`src/rtl/csa_accum.sv`:
```
// Carry-save group accumulator: operands are folded in redundant (sum, carry) form
// at one per cycle, and a single carry-propagate add resolves the group.
module csa_accum #(
  parameter  int WIDTH   = 8,
  parameter  int MAX_OPS = 16,
  localparam int OUT_W   = WIDTH + $clog2(MAX_OPS),
  localparam int CNT_W   = $clog2(MAX_OPS + 1)
) (
  input  logic             clk,
  input  logic             rst_n,
  input  logic             in_valid,
  output logic             in_ready,
  input  logic [WIDTH-1:0] in_data,
  input  logic             in_last,
  output logic             out_valid,
  input  logic             out_ready,
  output logic [OUT_W-1:0] out_sum,
  output logic [CNT_W-1:0] out_count,
  output logic             out_ovf
);

  if (WIDTH < 2 || MAX_OPS < 2) begin : g_param_check
    $error("csa_accum: WIDTH and MAX_OPS must both be at least 2");
  end

  typedef enum logic [1:0] {
    S_ACCUM   = 2'd0,
    S_RESOLVE = 2'd1,
    S_OUTPUT  = 2'd2
  } state_e;

  state_e             state_q, state_d;
  logic [OUT_W-1:0]   sum_q, sum_d;
  logic [OUT_W-1:0]   carry_q, carry_d;
  logic [CNT_W-1:0]   cnt_q, cnt_d;
  logic [OUT_W-1:0]   result_q, result_d;
  logic [CNT_W-1:0]   count_q, count_d;
  logic               ovf_q, ovf_d;
  logic               rdy_q;

  logic [OUT_W-1:0]   d_ext;
  logic [OUT_W-1:0]   csa_sum;
  logic [OUT_W-1:0]   csa_maj;
  logic [CNT_W-1:0]   cnt_inc;
  logic               in_fire;
  logic               out_fire;

  // rdy_q keeps in_ready low through reset and the edge that releases it.
  assign in_ready  = rdy_q && (state_q == S_ACCUM);
  assign out_valid = (state_q == S_OUTPUT);
  assign out_sum   = result_q;
  assign out_count = count_q;
  assign out_ovf   = ovf_q;

  assign in_fire  = in_valid && in_ready;
  assign out_fire = out_valid && out_ready;

  assign d_ext   = {{(OUT_W - WIDTH){1'b0}}, in_data};
  assign csa_sum = sum_q ^ carry_q ^ d_ext;
  assign csa_maj = (sum_q & carry_q) | (sum_q & d_ext) | (carry_q & d_ext);
  assign cnt_inc = cnt_q + CNT_W'(1);

  always_comb begin
    state_d  = state_q;
    sum_d    = sum_q;
    carry_d  = carry_q;
    cnt_d    = cnt_q;
    result_d = result_q;
    count_d  = count_q;
    ovf_d    = ovf_q;
    unique case (state_q)
      S_ACCUM: begin
        if (in_fire) begin
          sum_d   = csa_sum;
          carry_d = {csa_maj[OUT_W-2:0], 1'b0};
          cnt_d   = cnt_inc;
          if (in_last) begin
            state_d = S_RESOLVE;
            ovf_d   = 1'b0;
          end else if (cnt_inc == CNT_W'(MAX_OPS)) begin
            state_d = S_RESOLVE;
            ovf_d   = 1'b1;
          end
        end
      end
      S_RESOLVE: begin
        // The only carry-propagate add, once per group.
        result_d = sum_q + carry_q;
        count_d  = cnt_q;
        state_d  = S_OUTPUT;
      end
      S_OUTPUT: begin
        if (out_fire) begin
          sum_d   = '0;
          carry_d = '0;
          cnt_d   = '0;
          state_d = S_ACCUM;
        end
      end
      default: begin
        state_d = S_ACCUM;
      end
    endcase
  end

  always_ff @(posedge clk or negedge rst_n) begin
    if (!rst_n) begin
      state_q  <= S_ACCUM;
      sum_q    <= '0;
      carry_q  <= '0;
      cnt_q    <= '0;
      result_q <= '0;
      count_q  <= '0;
      ovf_q    <= 1'b0;
      rdy_q    <= 1'b0;
    end else begin
      state_q  <= state_d;
      sum_q    <= sum_d;
      carry_q  <= carry_d;
      cnt_q    <= cnt_d;
      result_q <= result_d;
      count_q  <= count_d;
      ovf_q    <= ovf_d;
      rdy_q    <= 1'b1;
    end
  end

endmodule

```
`config.mk`:
```
export PLATFORM = sky130hd
export DESIGN_NAME = csa_accum
export DESIGN_NICKNAME = d
export VERILOG_FILES = /design/src/rtl/csa_accum.sv
export SDC_FILE = /design/constraint.sdc
export NUM_CORES = 1
export LEC_CHECK = 0
export ABC_AREA = 1
export CELL_PAD_IN_SITES_DETAIL_PLACEMENT = 0
export CELL_PAD_IN_SITES_GLOBAL_PLACEMENT = 2
export CORE_MARGIN = 2
export CORE_UTILIZATION = 31
export DETAILED_ROUTE_END_ITERATION = 8
export PLACE_DENSITY_LB_ADDON = 0.1
export SKIP_LAST_GASP = 1
export SLEW_MARGIN = 30
export SYNTH_ARGS = -nofsm -noshare
export SYNTH_HDL_FRONTEND = slang
export SYNTH_SLANG_ARGS = --single-unit
```
`constraint.sdc`:
```
create_clock -name clk -period 1.55 [get_ports clk]
set_input_delay 0.31 -clock clk [delete_from_list [all_inputs] [get_ports clk]]
set_output_delay 0.31 -clock clk [all_outputs]
set_load 0.02 [all_outputs]
```
==> results.cfg, run 1 <==
[die]
die_height_um = 98.77
dieWidth_um = 98.77
rows = 34
core_area_mm2 = 0.008721
start_util_pct = 31.92
die_area_mm2 = 0.009755
io_pins = 33

[final_layout]
final_util_pct = 45.04
nets = 427
area_growth_pct = 41.08
stdcell_area_mm2 = 0.003928
drive_above_1_share_pct = 34.94
diodes = 0

[yosys]
synth-warning-count = 0
ys_async_sr_fraction_pct = 100.0
synth_ff_type = dfrtp_1
ys_top_cells_by_count = nand2_1, dfrtp_1, nand3_1, nand2_2, inv_1
netlist_instances = 319
yosysTopAreaCell = dfrtp_1
synth_seq_cells = 49
avgSynthCellArea_um2 = 8.727
syn-num-nets = 352
synth_edf_count = 0
synth.most_common_cell = nand2_1
yosys.area.top_type_share_pct = 44.04
synth_area_leaders = dfrtp_1, nand2_1, nand3_1
syn_area_mm2 = 0.002784
yosysSeqAreaShare_pct = 44.04
synth.distinct_cells = 27

[drt]
ant_nets = 0
drc = 0
vias = 2234
wl_per_cell_um = 13.68
vias_per_cell = 4.441
drt_iter0_markers = 56
finalWirelength_um = 6880
dr.pass1.iters = 4

[clock_network]
cts_tree = done
numCtsBuffers = 5
cts_buffer_depth = 2
clock_sinks = 49
htree_levels = 2
clk_latency_ns = 0.30
clk_pin_slew_ns = 0.10
root_buffer = clkbuf_8

[global_route]
grt_pass1_vias = 2208
grt_pass1_wl_um = 11160
grt_busiest_layer = met2
use_met3_pct = 2.979
grtUsageTotal_pct = 14.58
globalRouteMet2Util_pct = 22.04
antenna_found_initial = 0
overflow = 0
use_met1_pct = 21.63
grt_max_degree = 50

[worst_hold_path]
worstHoldStart = out_count[4]$_DFFE_PN0N_
holdPathStages = 2
hp-class = register to register
min_to = out_count[4]$_DFFE_PN0N_

[setup_path]
cp_data_required_time_ns = 1.75
arrival_ns = 1.75
rr_worst_depth = 8
crit_type = register to register
end_kind = register
r2r-start = sum_q[1]$_DFFE_PN0P_
crit_path_max_fanout = 3
cp-start-kind = register
regToRegEndpoint = out_sum[9]$_DFFE_PN0N_
rrSetupSlack_ns = 0.003

[timing]
fin_skew_ns = 0.007277
fin_crit_ns = 1.547
layout_setup_ws_ns = 0.002940
finalHoldViolations = 0
setup_viol = 0
rsz0062_at_grt = true
max_freq_mhz = 646.4
whs_ns = 0.4714
min_period_over_period_pct = 99.81
slew_violations = 0

[power]
leakagePower_nw = 2.063
power_density_mw_per_mm2 = 1417
ir_drop_mv = 0.5493

[placement]
gp_congestion = 0.7731
post_dp_cell_area_mm2 = 0.003480
io_buffers = 32
dp_slack_ns = -0.06339
hpwl_um = 4803

[status]
status = completed

[flow_run]
cap_violations = 0
final cells by class:
| class | instances | area (µm²) |
|---|---|---|
| inverter | 26 | 97.59 |
| multi-input combinational | 234 | 1658 |
| timing repair buffer | 78 | 719.4 |
| sequential | 49 | 1227 |
| clock inverter | 3 | 21.27 |
| tap | 108 | 135.1 |
| clock buffer | 5 | 68.82 |
| fill | 875 | 4793 |
routing by layer:
layer	wire length (µm)	vias to the layer above
met5	0	-
met3	226	6
met4	70	0
met1	3507	1028
li1	-	1162
met2	3075	38
worst max-delay path by stage:
stage	from	endpoint	depth (start not counted)	slack (ns)
2_1_floorplan	sum_q[1]$_DFFE_PN0P_	out_sum[9]$_DFFE_PN0N_	8	0.02
3_3_place_gp	in_valid	sum_q[8]$_DFFE_PN0P_	9	-0.06
3_5_place_dp	in_valid	sum_q[6]$_DFFE_PN0P_	9	-0.06
4_1_cts	state_q[0]$_DFFE_PN0P_	in_ready	2	-0.09
5_1_grt	sum_q[1]$_DFFE_PN0P_	out_sum[9]$_DFFE_PN0N_	8	-0.14
6_report	sum_q[1]$_DFFE_PN0P_	out_sum[9]$_DFFE_PN0N_	8	0.003
critical path, stage by stage (launching register included):
cell and delay (ns):
dfrtp_1 0.40, ha_2 0.20, fa_2 0.35, nand3_2 0.10, nand3_4 0.09, nand2_2 0.09, nand3_1 0.08, nand3_1 0.08
nand2_1 0.04
placed cells by master (no fill, tap or decap), drive strengths merged, types with 3 or more instances in the layout:
| master | count |
|---|---|
| dfrtp | 49 |
| xnor2 | 3 |
| nand3 | 36 |
| buf | 46 |
| xor2 | 3 |
| clkbuf | 7 |
| o21ai | 20 |
| fa | 8 |
| dlygate4sd2 | 18 |
| a21oi | 6 |
| inv | 27 |
| nor2 | 17 |
| clkdlybuf4s50 | 11 |
| ha | 12 |
| nand2 | 121 |
repair_timing:
item | CTS | global route
gates cloned | 0 | 2
endpoints found under the hold margin | 49 | 0
pin swaps | 3 | 14
endpoints found under the setup margin | 44 | 39
gates resized for setup | 33 | 52
setup buffers | 0 | 6
hold buffers | 1 | 0
cell families after synthesis:
family,share of synthesized area (%)
simple gates,29.57
other cells,0.1347
xor+xnor,1.888
flops,44.05
fa+ha+maj,11.15
buf+inv,6.831
compound gates,6.382
through the flow:
stage                     total power [mW]  setup TNS, ns  instances
final                                5.564              0        503
after global routing                 6.049         -1.388        503
after CTS                            5.208       -0.09805        495
after detailed placement             4.386         -1.444        486
after global placement               4.374         -1.435        486
after floorplan                      3.292              0        319
power by group:
group / total [mW] / internal (mW) / switching, mW
logic: 2.81 / 1.39 / 1.41
clock network: 0.794 / 0.322 / 0.473
registers: 1.96 / 1.64 / 0.321
total: 5.56 / 3.36 / 2.21
state kept, by name, indices dropped and copies added, names as in the netlist:
name       cells
state_q        2
out_count      5
carry_q       11
cnt_q          5
sum_q         12
rdy_q          1
out_ovf        1
out_sum       12
(Power assumes the default switching activity.)
==> run 2, diff against run 1 <==
Settings changed: SKIP_CTS_REPAIR_TIMING from default to 1.
==> results.cfg, run 2 (same netlist as run 1, synthesis figures left out) <==
[timing]
rsz0062_at_grt = true
setup_viol = 1
layout_setup_ws_ns = -0.004787
max_freq_mhz = 643.2
fin_skew_ns = 0.007590
slew_violations = 0
min_period_over_period_pct = 100.3
finalHoldViolations = 0
fin_crit_ns = 1.555

[die]
core_area_mm2 = 0.008721
die_height_um = 98.77
start_util_pct = 31.92
rows = 34
dieWidth_um = 98.77
die_area_mm2 = 0.009755
io_pins = 33

[setup_path]
crit_type = register to register
arrival_ns = 1.76
crit_path_max_fanout = 3
path_common_cell = nand3_1
cp_slowest_cell = dfrtp_1
cp_data_required_time_ns = 1.76
critical_path.max_stage_delay_ns = 0.40
path_cells = ha_2 -> fa_2 -> buf_4 -> nand3_1 -> nand4_1 -> nand3_1 -> nand2_1
cp-start-kind = register
end_kind = register

[final_layout]
stdcell_area_mm2 = 0.004024
area_growth_pct = 44.54
final_common_cell = nand2_1
nets = 430
drive_above_1_share_pct = 35.43
diodes = 0
nFillCells = 860
stdcell_count = 506
mostFrequentLayoutCells = nand2_1, dfrtp_1, buf_4

[power]
internal_power_mw = 3.465
pwr-share-seq_pct = 34.7
switchingPower_mw = 2.212
leakagePower_nw = 2.287
p_sw_share_pct = 38.96
clockPowerShare_pct = 14.0
ir_drop_mv = 0.5598
power_density_mw_per_mm2 = 1411
pwr-share-comb_pct = 51.3

[drt]
wl_per_cell_um = 13.60
drc = 0
drt_iter0_markers = 61
dr.pass1.iters = 4
ant_nets = 0
finalWirelength_um = 6882
vias_per_cell = 4.435
vias = 2244

[clock_network]
root_buffer = clkbuf_8
clk_latency_ns = 0.30
cts_tree = done
clk_pin_slew_ns = 0.10
clock_sinks = 49
numCtsBuffers = 5
cts_buffer_depth = 2
htree_levels = 2

[flow_run]
cap_violations = 0

[worst_hold_path]
hp-class = register to register

[global_route]
grtUsageTotal_pct = 14.45
antenna_found_initial = 0
grt_pass1_wl_um = 11030
grt_max_degree = 50
grt_pass1_vias = 2190
overflow = 0

[status]
status = finished, violations left
violations = setup timing

[placement]
dp_cells = 486
gp_congestion = 0.7731
post_dp_cell_area_mm2 = 0.003480
hpwl_um = 4803
io_buffers = 32
run 2: cell count changes in the layout (fill, tap and decap cells not counted), moves of 2 or more:
cell | before | now
nand3_1 | 30 | 32
dlymetal6s2s_1 | 0 | 20
buf_4 | 38 | 41
buf_2 | 3 | 1
dlygate4sd2_1 | 18 | 0
nand2_4 | 16 | 12
nand3_2 | 5 | 3
nand2_2 | 21 | 26
run 2: worst paths after layout:
kind | startpoint | endpoint | slack (ns) | cells after the start
worst min-delay path | out_count[4]$_DFFE_PN0N_ | out_count[4]$_DFFE_PN0N_ | 0.47 | 2
worst max-delay path | sum_q[1]$_DFFE_PN0P_ | out_sum[11]$_DFFE_PN0N_ | -0.005 | 7
worst max register to register | sum_q[1]$_DFFE_PN0P_ | out_sum[11]$_DFFE_PN0N_ | -0.005 | 7
max in group asynchronous | rst_n | state_q[0]$_DFFE_PN0P_ | 0.78 | 3
min in group asynchronous | rst_n | sum_q[9]$_DFFE_PN0P_ | 0.52 | 3
worst min register to register | out_count[4]$_DFFE_PN0N_ | out_count[4]$_DFFE_PN0N_ | 0.47 | 2
run 2: layout make-up:
cell class | count | area, µm² | area share, %
Sequential cell | 49 | 1227 | 30.50
Clock buffer | 5 | 68.82 | 1.710
Clock inverter | 3 | 21.27 | 0.5286
Tap cell | 108 | 135.1 | 3.358
Timing Repair Buffer | 81 | 824.5 | 20.49
Multi-Input combinational cell | 234 | 1649 | 40.98
Inverter | 26 | 97.59 | 2.425
run 2: power groups by stage:
stage               registers [mW]  logic [mW]  clock network, mW
floorplan                     2.15        1.14                  0
global placement              1.93        2.45                  0
detailed placement            1.93        2.45                  0
CTS                           1.91        2.46              0.847
global route                  2.04        3.23              0.891
finish                        1.97        2.91              0.794
run 2: per-layer routing:
layer  wire length [µm]  track usage (%)
met4                 36            3.161
met3                215            3.050
met2               3105            21.78
met1               3524            21.41
met5                  0                0
run 2: critical path: cells and delay by family (launching register included):
family        cells  cell delay, ns
flops             1            0.40
fa+ha+maj         2            0.55
buf+inv           1            0.15
simple gates      4            0.35
run 2: stage by stage:
step	util, %	setup WS [ns]	hold WS, ns	TNS, ns	power [mW]
floorplan	-	0.02351	0.01441	0	3.292
global placement	39.90	-0.06289	0.3297	-1.435	4.374
detailed placement	39.90	-0.06339	0.3260	-1.444	4.386
CTS	40.93	-0.3900	-0.01906	-2.022	5.222
global route	46.14	-0.1185	0.5086	-0.8433	6.159
finish	46.14	-0.004787	0.4713	-0.004787	5.676
==> run 3, diff against run 2 <==
Settings changed: CORE_MARGIN 2 to default.
==> results.cfg, run 3 (same netlist as run 1, synthesis figures left out) <==
[status]
status = completed

[setup_path]
cp_data_required_time_ns = 1.81
end_kind = register
cp_slowest_cell = dfrtp_1
critical_path.max_stage_delay_ns = 0.40
crit_buf_inv = 0
crit_type = register to register
cp-start-kind = register
arrival_ns = 1.76
cp_top_family = adder cells
crit_path_max_fanout = 3
path_cells = ha_2 -> fa_2 -> nand3_2 -> nand3_4 -> nand2_2 -> nand2_1 -> nand2_1 -> nand3_1 -> nand2_1
path_common_cell = nand2_1

[final_layout]
stdcell_count = 502
diodes = 0
nFillCells = 854
stdcell_area_mm2 = 0.003953
nets = 426
final_common_cell = nand2_1
area_growth_pct = 41.98
drive_above_1_share_pct = 33.50
mostFrequentLayoutCells = nand2_1, dfrtp_1, buf_4

[worst_hold_path]
hp-class = register to register

[drt]
drc = 0
ant_nets = 0
finalWirelength_um = 7017
vias = 2256
wl_per_cell_um = 13.98
drt_iter0_markers = 57
vias_per_cell = 4.494
dr.pass1.iters = 4

[timing]
fin_crit_ns = 1.508
setup_viol = 0
min_period_over_period_pct = 97.30
max_freq_mhz = 663.1
slew_violations = 0
rsz0062_at_grt = true
finalHoldViolations = 0
fin_skew_ns = 0.006877

[power]
leakagePower_nw = 2.235
ir_drop_mv = 0.5887
power_density_mw_per_mm2 = 1398
power.total_mw = 5.525

[clock_network]
cts_buffer_depth = 2
clock_sinks = 49
numCtsBuffers = 5
clk_pin_slew_ns = 0.10
root_buffer = clkbuf_8
cts_tree = done
htree_levels = 2
clk_latency_ns = 0.31

[global_route]
grt_max_degree = 50
grt_pass1_wl_um = 11100
antenna_found_initial = 0
overflow = 0
grtUsageTotal_pct = 15.08
grt_pass1_vias = 2147

[die]
io_pins = 33
die_area_mm2 = 0.009363
die_height_um = 96.77
start_util_pct = 31.92
core_area_mm2 = 0.008721
dieWidth_um = 96.77
rows = 34

[placement]
gp_congestion = 0.7172
hpwl_um = 4899
io_buffers = 32
dp_cells = 486
post_dp_cell_area_mm2 = 0.003480

[flow_run]
cap_violations = 0
[run 3: changes by cell type in the layout (fill, tap and decap cells not counted), sizes merged]
cell,previous run,this run
buf,47,43
clkbuf,7,8
clkinv,1,0
clkinvlp,1,2
inv,27,26
[run 3: area by class of cell]
type	count	area, µm²	area share (%)
Sequential cell	49	1229	31.09
Timing Repair Buffer	77	798.3	20.20
Multi-Input combinational cell	234	1605	40.61
Clock buffer	6	72.57	1.836
Tap cell	108	135.1	3.419
Clock inverter	2	15.01	0.3799
Inverter	26	97.59	2.469
[run 3: worst register-to-register path: stages (launching register included)]
cell	delay (ns)
dfrtp_1	0.40
ha_2	0.20
fa_2	0.36
nand3_2	0.09
nand3_4	0.09
nand2_2	0.08
nand2_1	0.05
nand2_1	0.06
nand3_1	0.07
nand2_1	0.06
[run 3: final timing paths]
path	startpoint	cells after the start	to	slack, ns
max reg2reg	carry_q[1]$_DFFE_PN0P_	9	out_sum[9]$_DFFE_PN0N_	0.04
min in group asynchronous	rst_n	3	sum_q[10]$_DFFE_PN0P_	0.53
min reg2reg	out_sum[1]$_DFFE_PN0N_	2	out_sum[1]$_DFFE_PN0N_	0.47
max in group asynchronous	rst_n	3	state_q[1]$_DFFE_PN0P_	0.77
max	carry_q[1]$_DFFE_PN0P_	9	out_sum[9]$_DFFE_PN0N_	0.04
min	out_sum[1]$_DFFE_PN0N_	2	out_sum[1]$_DFFE_PN0N_	0.47
[run 3: report_power, final]
part,internal (mW),total (mW),switching (mW)
Combinational,1.41,2.78,1.37
Clock,0.319,0.783,0.463
Sequential,1.64,1.96,0.321
Total,3.37,5.53,2.15
[run 3: routing by layer]
metal | global-route usage, % | wire, µm | share of wire (%) | vias up
li1 | - | - | - | 1160
met1 | 22.90 | 3635 | 52 | 1055
met2 | 21.99 | 3091 | 44 | 34
met3 | 2.746 | 206 | 2.9 | 7
met4 | 3.789 | 82 | 1.2 | 0
met5 | 0 | 0 | 0 | -
[run 3: through the flow]
| stage | hold slack [ns] | setup WS [ns] | TNS, ns | utilization, % |
|---|---|---|---|---|
| after floorplan | 0.01441 | 0.02351 | 0 | - |
| after global placement | 0.3288 | -0.05464 | -1.289 | 39.90 |
| after detailed placement | 0.3274 | -0.07426 | -1.604 | 39.90 |
| after CTS | -0.02014 | -0.3726 | -1.815 | 40.90 |
| after global routing | 0.5026 | -0.06381 | -0.3188 | 45.32 |
| final | 0.4730 | 0.04184 | 0 | 45.32 |
